===== config.mk =====
export PLATFORM = sky130hd
export DESIGN_NAME = fifo_ptr_receiver
export DESIGN_NICKNAME = d
export VERILOG_FILES = /design/src/rtl/fifo_cdc_pkg.sv /design/src/rtl/cdc_sync_bus.sv /design/src/rtl/fifo_ptr_receiver.sv
export SDC_FILE = /design/constraint.sdc
export NUM_CORES = 1
export LEC_CHECK = 0
export CAP_MARGIN = 10
export CORE_ASPECT_RATIO = 1.5
export CORE_UTILIZATION = 30
export CTS_BUF_LIST = sky130_fd_sc_hd__clkbuf_16
export CTS_CLUSTER_DIAMETER = 40
export CTS_CLUSTER_SIZE = 8
export DETAILED_ROUTE_END_ITERATION = 6
export SYNTH_ARGS = -nofsm -noshare
export SYNTH_HDL_FRONTEND = slang
export SYNTH_SLANG_ARGS = --single-unit

===== constraint.sdc =====
create_clock -name clk -period 2.06 [get_ports clk]
set_input_delay 0.206 -clock clk [delete_from_list [all_inputs] [get_ports clk]]
set_output_delay 0.206 -clock clk [all_outputs]
set_load 0.01 [all_outputs]

===== src/rtl/fifo_cdc_pkg.sv =====
// Shared helpers for the async FIFO pointer crossing: Gray/binary conversion
// and the Gray "full" pattern, used by both the gray counter and the receiver.
package fifo_cdc_pkg;

    localparam int unsigned PTR_W_MAX = 16;

    typedef logic [PTR_W_MAX-1:0] ptr_wide_t;

    typedef enum logic {
        SIDE_RD = 1'b0,
        SIDE_WR = 1'b1
    } side_e;

    function automatic ptr_wide_t bin2gray(input ptr_wide_t b);
        return b ^ (b >> 1);
    endfunction

    // Each binary bit is the XOR of its Gray bit and every Gray bit above it.
    function automatic ptr_wide_t gray2bin(input ptr_wide_t g);
        ptr_wide_t b;
        b = g;
        for (int unsigned i = 1; i < PTR_W_MAX; i++) begin
            b = b ^ (g >> i);
        end
        return b;
    endfunction

    // Gray of (bin + depth) for a w-bit pointer: invert the top two Gray bits.
    function automatic ptr_wide_t full_pattern(input ptr_wide_t g, input int unsigned w);
        return g ^ (ptr_wide_t'(2'b11) << (w - 2));
    endfunction

endpackage


===== src/rtl/cdc_sync_bus.sv =====
// Multi-flop synchronizer for a Gray-coded bus; also exposes the D-value of the
// final stage so downstream logic can register results on the same edge.
module cdc_sync_bus #(
    parameter int unsigned W      = 4,
    parameter int unsigned STAGES = 2
) (
    input  logic         clk,
    input  logic         rst_n,
    input  logic [W-1:0] d,
    output logic [W-1:0] q,
    output logic [W-1:0] q_next
);

    (* ASYNC_REG = "TRUE" *) logic [STAGES-1:0][W-1:0] stage;

    always_ff @(posedge clk) begin
        if (!rst_n) begin
            stage <= '0;
        end else begin
            stage <= {stage[STAGES-2:0], d};
        end
    end

    assign q      = stage[STAGES-1];
    assign q_next = stage[STAGES-2];

endmodule


===== src/rtl/fifo_ptr_receiver.sv =====
// Local-clock receiver of the remote Gray pointer: synchronizes, decodes and
// compares it with the local pointer to give empty/full, level and almost.
module fifo_ptr_receiver
    import fifo_cdc_pkg::*;
#(
    parameter int unsigned N             = 4,
    parameter int unsigned SYNC_STAGES   = 2,
    parameter int unsigned WRITE_SIDE    = 0,
    parameter int unsigned ALMOST_MARGIN = 1
) (
    input  logic         clk,
    input  logic         rst_n,
    input  logic [N-1:0] remote_ptr,
    input  logic [N-1:0] local_ptr_next,
    output logic [N-1:0] remote_ptr_sync,
    output logic [N-1:0] remote_bin,
    output logic         flag,
    output logic         almost,
    output logic [N-1:0] level
);

    localparam side_e        SIDE        = (WRITE_SIDE != 0) ? SIDE_WR : SIDE_RD;
    localparam logic [N-1:0] MARGIN      = N'(ALMOST_MARGIN);
    localparam logic [N-1:0] FULL_THRESH = N'((2 ** (N - 1)) - ALMOST_MARGIN);
    localparam logic         RESET_FLAG  = (SIDE == SIDE_RD);

    logic [N-1:0] sync_next;
    logic [N-1:0] local_bin;
    logic [N-1:0] sync_bin_next;
    logic [N-1:0] level_next;
    logic         flag_next;
    logic         almost_next;

    cdc_sync_bus #(
        .W      (N),
        .STAGES (SYNC_STAGES)
    ) u_sync (
        .clk    (clk),
        .rst_n  (rst_n),
        .d      (remote_ptr),
        .q      (remote_ptr_sync),
        .q_next (sync_next)
    );

    // Compare against the values both pointers take at this edge, so the
    // registered flag moves together with the local pointer register.
    always_comb begin
        local_bin     = N'(gray2bin(ptr_wide_t'(local_ptr_next)));
        sync_bin_next = N'(gray2bin(ptr_wide_t'(sync_next)));
        level_next    = '0;
        flag_next     = 1'b0;
        almost_next   = 1'b0;
        if (SIDE == SIDE_WR) begin
            level_next  = local_bin - sync_bin_next;
            flag_next   = (local_ptr_next == N'(full_pattern(ptr_wide_t'(sync_next), N)));
            almost_next = (level_next >= FULL_THRESH);
        end else begin
            level_next  = sync_bin_next - local_bin;
            flag_next   = (local_ptr_next == sync_next);
            almost_next = (level_next <= MARGIN);
        end
    end

    always_ff @(posedge clk) begin
        if (!rst_n) begin
            remote_bin <= '0;
            level      <= '0;
            flag       <= RESET_FLAG;
            almost     <= RESET_FLAG;
        end else begin
            remote_bin <= N'(gray2bin(ptr_wide_t'(remote_ptr_sync)));
            level      <= level_next;
            flag       <= flag_next;
            almost     <= almost_next;
        end
    end

endmodule


== Yosys cells after proc, flatten, opt, wreduce, memory -nomap -nowiden ==
Index checks and enable logic that the tools add are counted.
Word-level totals
  bits in registers: 18
  bits of input ports: 10
  output and inout port bits: 14
  logic and storage cells: 18
Operators by class
  add/sub/neg operators: 1
  order comparisons: 1
  eq/ne operators: 1
  bitwise logic cells: 9
Operators with widths (count)
  XOR 4 x 1 -> 4 bit: 3
  XOR 4 x 2 -> 4 bit: 3
  XOR 4 x 3 -> 4 bit: 3
  == test 4 bit: 1
  <= comparator 4 x 1 -> 1 bit, second input constant: 1
  subtractor 4 bit: 1

== Longest topological paths before layout ==
Gate-level depths: netlist of run 1.
  depth in word-level cells: 5
  depth in mapped cells: 9
  depth with buffers taken out: 9

== By module ==
From an unflattened synthesis of run 1, not the netlist that was laid out.
Unflattened totals
  cell total of the unflattened synthesis: 61
  area total of the unflattened synthesis: 695.7 um^2
By module, submodules not included
  fifo_ptr_receiver: instances 1, cells an instance 45, area an instance 485.5 um^2, seq. area each 200.2 um^2
  cdc_sync_bus: instances 1, cells an instance 16, area an instance 210.2 um^2, seq. area each 160.2 um^2

== Worst setup path after synthesis of run 1 ==
OpenSTA, ideal clock, no wires.
  path type: register to register
  start point: reg u_sync.stage, in the netlist u_sync.q_next[3]
  end point: reg almost
  setup time: 91 ps
  data arrival time: 2106 ps
  data required time: 1969 ps
  setup slack: -137 ps
  cell stages (with the launch flop): 10
  path buffers: 0
  period minus slack after synthesis: 2197 ps
  path through: dfxtp_1 xor2_1 xor2_1 xnor2_1 ha_1 inv_1 fa_1 xor2_1 and2_1 a311oi_1
On the way
  longest elaborated chain between the ends: 5
RTL lines
  from (decl): RTL line cdc_sync_bus.sv:14  | (* ASYNC_REG = "TRUE" *) logic [STAGES-1:0][W-1:0] stage;
  from (signal assigned): RTL line cdc_sync_bus.sv:20  | stage <= {stage[STAGES-2:0], d};
  XOR 4 x 3 -> 4 bit: RTL line fifo_cdc_pkg.sv:23  | b = b ^ (g >> i);
  XOR 4 x 2 -> 4 bit: RTL line fifo_cdc_pkg.sv:23
  XOR 4 x 1 -> 4 bit (*): RTL line fifo_cdc_pkg.sv:23
  subtractor 4 bit (*): RTL line fifo_ptr_receiver.sv:58  | level_next = sync_bin_next - local_bin;
  <= comparator 4 x 1 -> 1 bit (*): RTL line fifo_ptr_receiver.sv:60  | almost_next = (level_next <= MARGIN);
  to (signal assigned): RTL line fifo_ptr_receiver.sv:74  | almost <= almost_next;
  to (decl): RTL line fifo_ptr_receiver.sv:18  | output logic almost,
Mark *: on every way between the ends. The rest lies on a longest branch, timed or not.
A chain may end at the register's enable or synchronous reset.

== Final worst setup path of run 1 ==
  start point: reg u_sync.stage, in the netlist u_sync.q_next[2]
  end point: reg almost
On the way
  longest elaborated chain between the ends: 5
RTL lines (RTL line)
  XOR 4 x 3 -> 4 bit: fifo_cdc_pkg.sv:23
  XOR 4 x 2 -> 4 bit (*): fifo_cdc_pkg.sv:23
  XOR 4 x 1 -> 4 bit (*): fifo_cdc_pkg.sv:23
  subtractor 4 bit (*): fifo_ptr_receiver.sv:58
  <= comparator 4 x 1 -> 1 bit (*): fifo_ptr_receiver.sv:60
Marks and branches as above.

==> results of run 1 <==
## layout by cell type, fill, tap and decap left out, types with 2 or more instances in the layout
cell type         n
clkbuf_16         3
clkdlybuf4s50_1  21
dfxtp_2           2
dfxtp_1          16
dlygate4sd2_1     2
xor2_2            2
xnor2_1           2
buf_4            11
ha_1              2
and2_1           12
xor2_1            8
## stage by stage
stage | cells | util | power, uW
2_1_floorplan | 61 | - | 536
3_3_place_gp | 116 | 0.476 | 665
3_5_place_dp | 116 | 0.476 | 669
4_1_cts | 121 | 0.517 | 1070
5_1_grt | 121 | 0.517 | 1100
6_report | 121 | 0.517 | 1050
## metal layers
metal  track usage  part of all wire
met1         0.108              0.35
met3        0.0325             0.056
met5             0                 0
met4        0.0829             0.034
met2         0.192              0.56
## what timing repair did
action	4_1_cts	5_1_grt
setup endpoints to repair	1	1
gates cloned	0	0
setup buffers	1	0
resized for setup	4	0
pin swaps	5	0
## layout make-up
| class | count | area share |
|---|---|---|
| inverter | 1 | 0.00329 |
| clock buffer | 3 | 0.0658 |
| multi-input combinational | 41 | 0.313 |
| clock inverter | 1 | 0.00329 |
| tap | 23 | 0.0252 |
| timing repair buffer | 34 | 0.272 |
| sequential | 18 | 0.318 |
## synthesized netlist by cell type, types with 3 or more instances
| cell type | instances |
|---|---|
| ha_1 | 3 |
| dfxtp_1 | 18 |
| xnor2_1 | 3 |
| xor2_1 | 10 |
| and2_1 | 12 |
## power breakdown
part	leakage (uW)	internal, uW	switching [uW]
Clock	0.0000385	258	126
Sequential	0.000150	391	13.8
Combinational	0.000307	157	104
## path summary, 6_finish.rpt
| kind | from | to | slack (ps) | cells past startpoint |
|---|---|---|---|---|
| worst max-delay path | u_sync.q_next[2]$_SDFF_PN0_ | almost$_SDFF_PN1_ | 30 | 9 |
| worst min-delay path | u_sync.q[0]$_SDFF_PN0_ | remote_bin[0]$_SDFF_PN0_ | 480 | 2 |
| worst max register to register | u_sync.q_next[2]$_SDFF_PN0_ | almost$_SDFF_PN1_ | 30 | 9 |
| worst min register to register | u_sync.q[0]$_SDFF_PN0_ | remote_bin[0]$_SDFF_PN0_ | 480 | 2 |
## flip-flops by register name (all words and copies together), names as in the netlist
| signal | count |
|---|---|
| level | 4 |
| almost | 1 |
| u_sync.q_next | 4 |
| remote_bin | 4 |
| flag | 1 |
| u_sync.q | 4 |
## kinds of logic after synthesis
logic type               synth area share
XOR/XNOR                            0.163
AO/OA/AOI/OAI                      0.0431
adder cells (fa/ha/maj)            0.0826
flip-flops                          0.517
AND/OR/NAND/NOR                     0.169
multiplexers                       0.0144
buffers and inverters              0.0108
## worst max-delay path, delay by kind of cell (launching register included)
| kind | cells | cell delay, ps |
|---|---|---|
| flip-flops | 1 | 330 |
| buffers and inverters | 1 | 40 |
| AND/OR/NAND/NOR | 1 | 160 |
| XOR/XNOR | 4 | 710 |
| adder cells (fa/ha/maj) | 2 | 540 |
| AO/OA/AOI/OAI | 1 | 170 |
==> flow_summary.yaml, run 1 <==
clock_network:
  cts_hold_buf: 0
  cts_tree: "yes"
  cts_sinks: 18
  clock-root-buffer: "clkbuf_16"
  htree_levels: 1
  cts_buffers: 3
  insertion_delay_ps: 250
  clockBufferDepth: 2
  clkTransAtPathRegs_ps: 50
synthesis:
  synth_warnings: 0
  synth_edf_count: 0
  synth_area_leader_cell: "dfxtp_1"
  synthFlopType: "dfxtp_1"
  seq_area_frac_synth: 0.517
  synth_area_um2: 697
  syn_nets: 75
  async_flop_share: 0
  synth.top_cell.area_share: 0.517
  syn_area_per_cell_um2: 11.4
  postSynthCellCount: 61
  synthTopCellsByArea: "dfxtp_1 52%, xor2_1 13%, and2_1 11%"
  ys_types: 20
  ys_seq_elements: 18
floorplan:
  coreArea_um2: 2210
  fp.dieArea_um2: 2520
  io_pins: 24
  start_util: 0.316
  rows: 21
  dieHeight_um: 61.0
  die_width_um: 41.4
drt:
  routedWlPerCell_um: 9.83
  num_vias: 529
  antenna_left: 0
  wirelength_mm: 1.19
  drtPass1Iterations: 4
  vias_per_cell: 4.37
  drcViolationCount: 0
  drt_first_iter_violations: 7
global_routing:
  grt_pass1_vias: 475
  grtUsageTotal: 0.113
  antenna_found_initial: 0
  grt_max_degree: 20
  overflow: 0
  grt_pass1_wl_mm: 1.80
layout:
  multi_input_area_um2: 357
  antennaDiodeCount: 0
  fillers: 221
  regArea_um2: 363
  nNetsFinal: 113
  drive_gt1_frac: 0.235
  synthToLayoutAreaGrowth_pct: 63.7
  fin_area_um2: 1140
timing:
  setup_viol: 0
  rsz0062_at_grt: "yes"
  period_share: 0.986
  worst_hold_slack_ps: 478
  finalHoldViolations: 0
  tightest_slew_ps: 261
  clock_skew_ps: 1.98
  slew_violations: 0
  max_slew_margin: 0.824
  setup-tns-final_ps: 0
  setup_ws_ps: 29.0
  timing.final.crit_period_ps: 2030
  fmax_mhz: 492
pwr:
  power_density_nw_per_um2: 920
  irDropWorstVdd_mv: 0.486
  leakage_uw: 0.000496
placed_design:
  dpl-instance-area_um2: 1050
  io_buffer_count: 23
  dpl_worst_slack_ps: -380
  gp_congestion: 0.735
worst_setup_path:
  start_kind: "register"
  arrival_ps: 2190
  cpMaxStageDelayCell: "dfxtp_2"
  worstSetupEndpointType: "register"
  crit_fanout: 2
  worst-setup-path-type: "register to register"
  slowest_delay_ps: 330
  cpMostUsedCell: "xor2_2"
  worstPathCellList: "xor2_2 -> xor2_2 -> xnor2_1 -> ha_2 -> inv_2 -> fa_2 -> xor2_1 -> and2_1 -> a311oi_1"
  worstPathRequired_ps: 2220
job:
  max-cap-violations: 0
status:
  status: "complete, no violations"
worst_hold_path:
  min_path_type: "register to register"
No activity file was read; power rests on OpenSTA's default activity.
==> inputs of run 2 (changes only) <==
- TNS_END_PERCENT: default -> 10
==> results of run 2 <==
The final DEF is identical to that of run 1; final timing and power are the same.
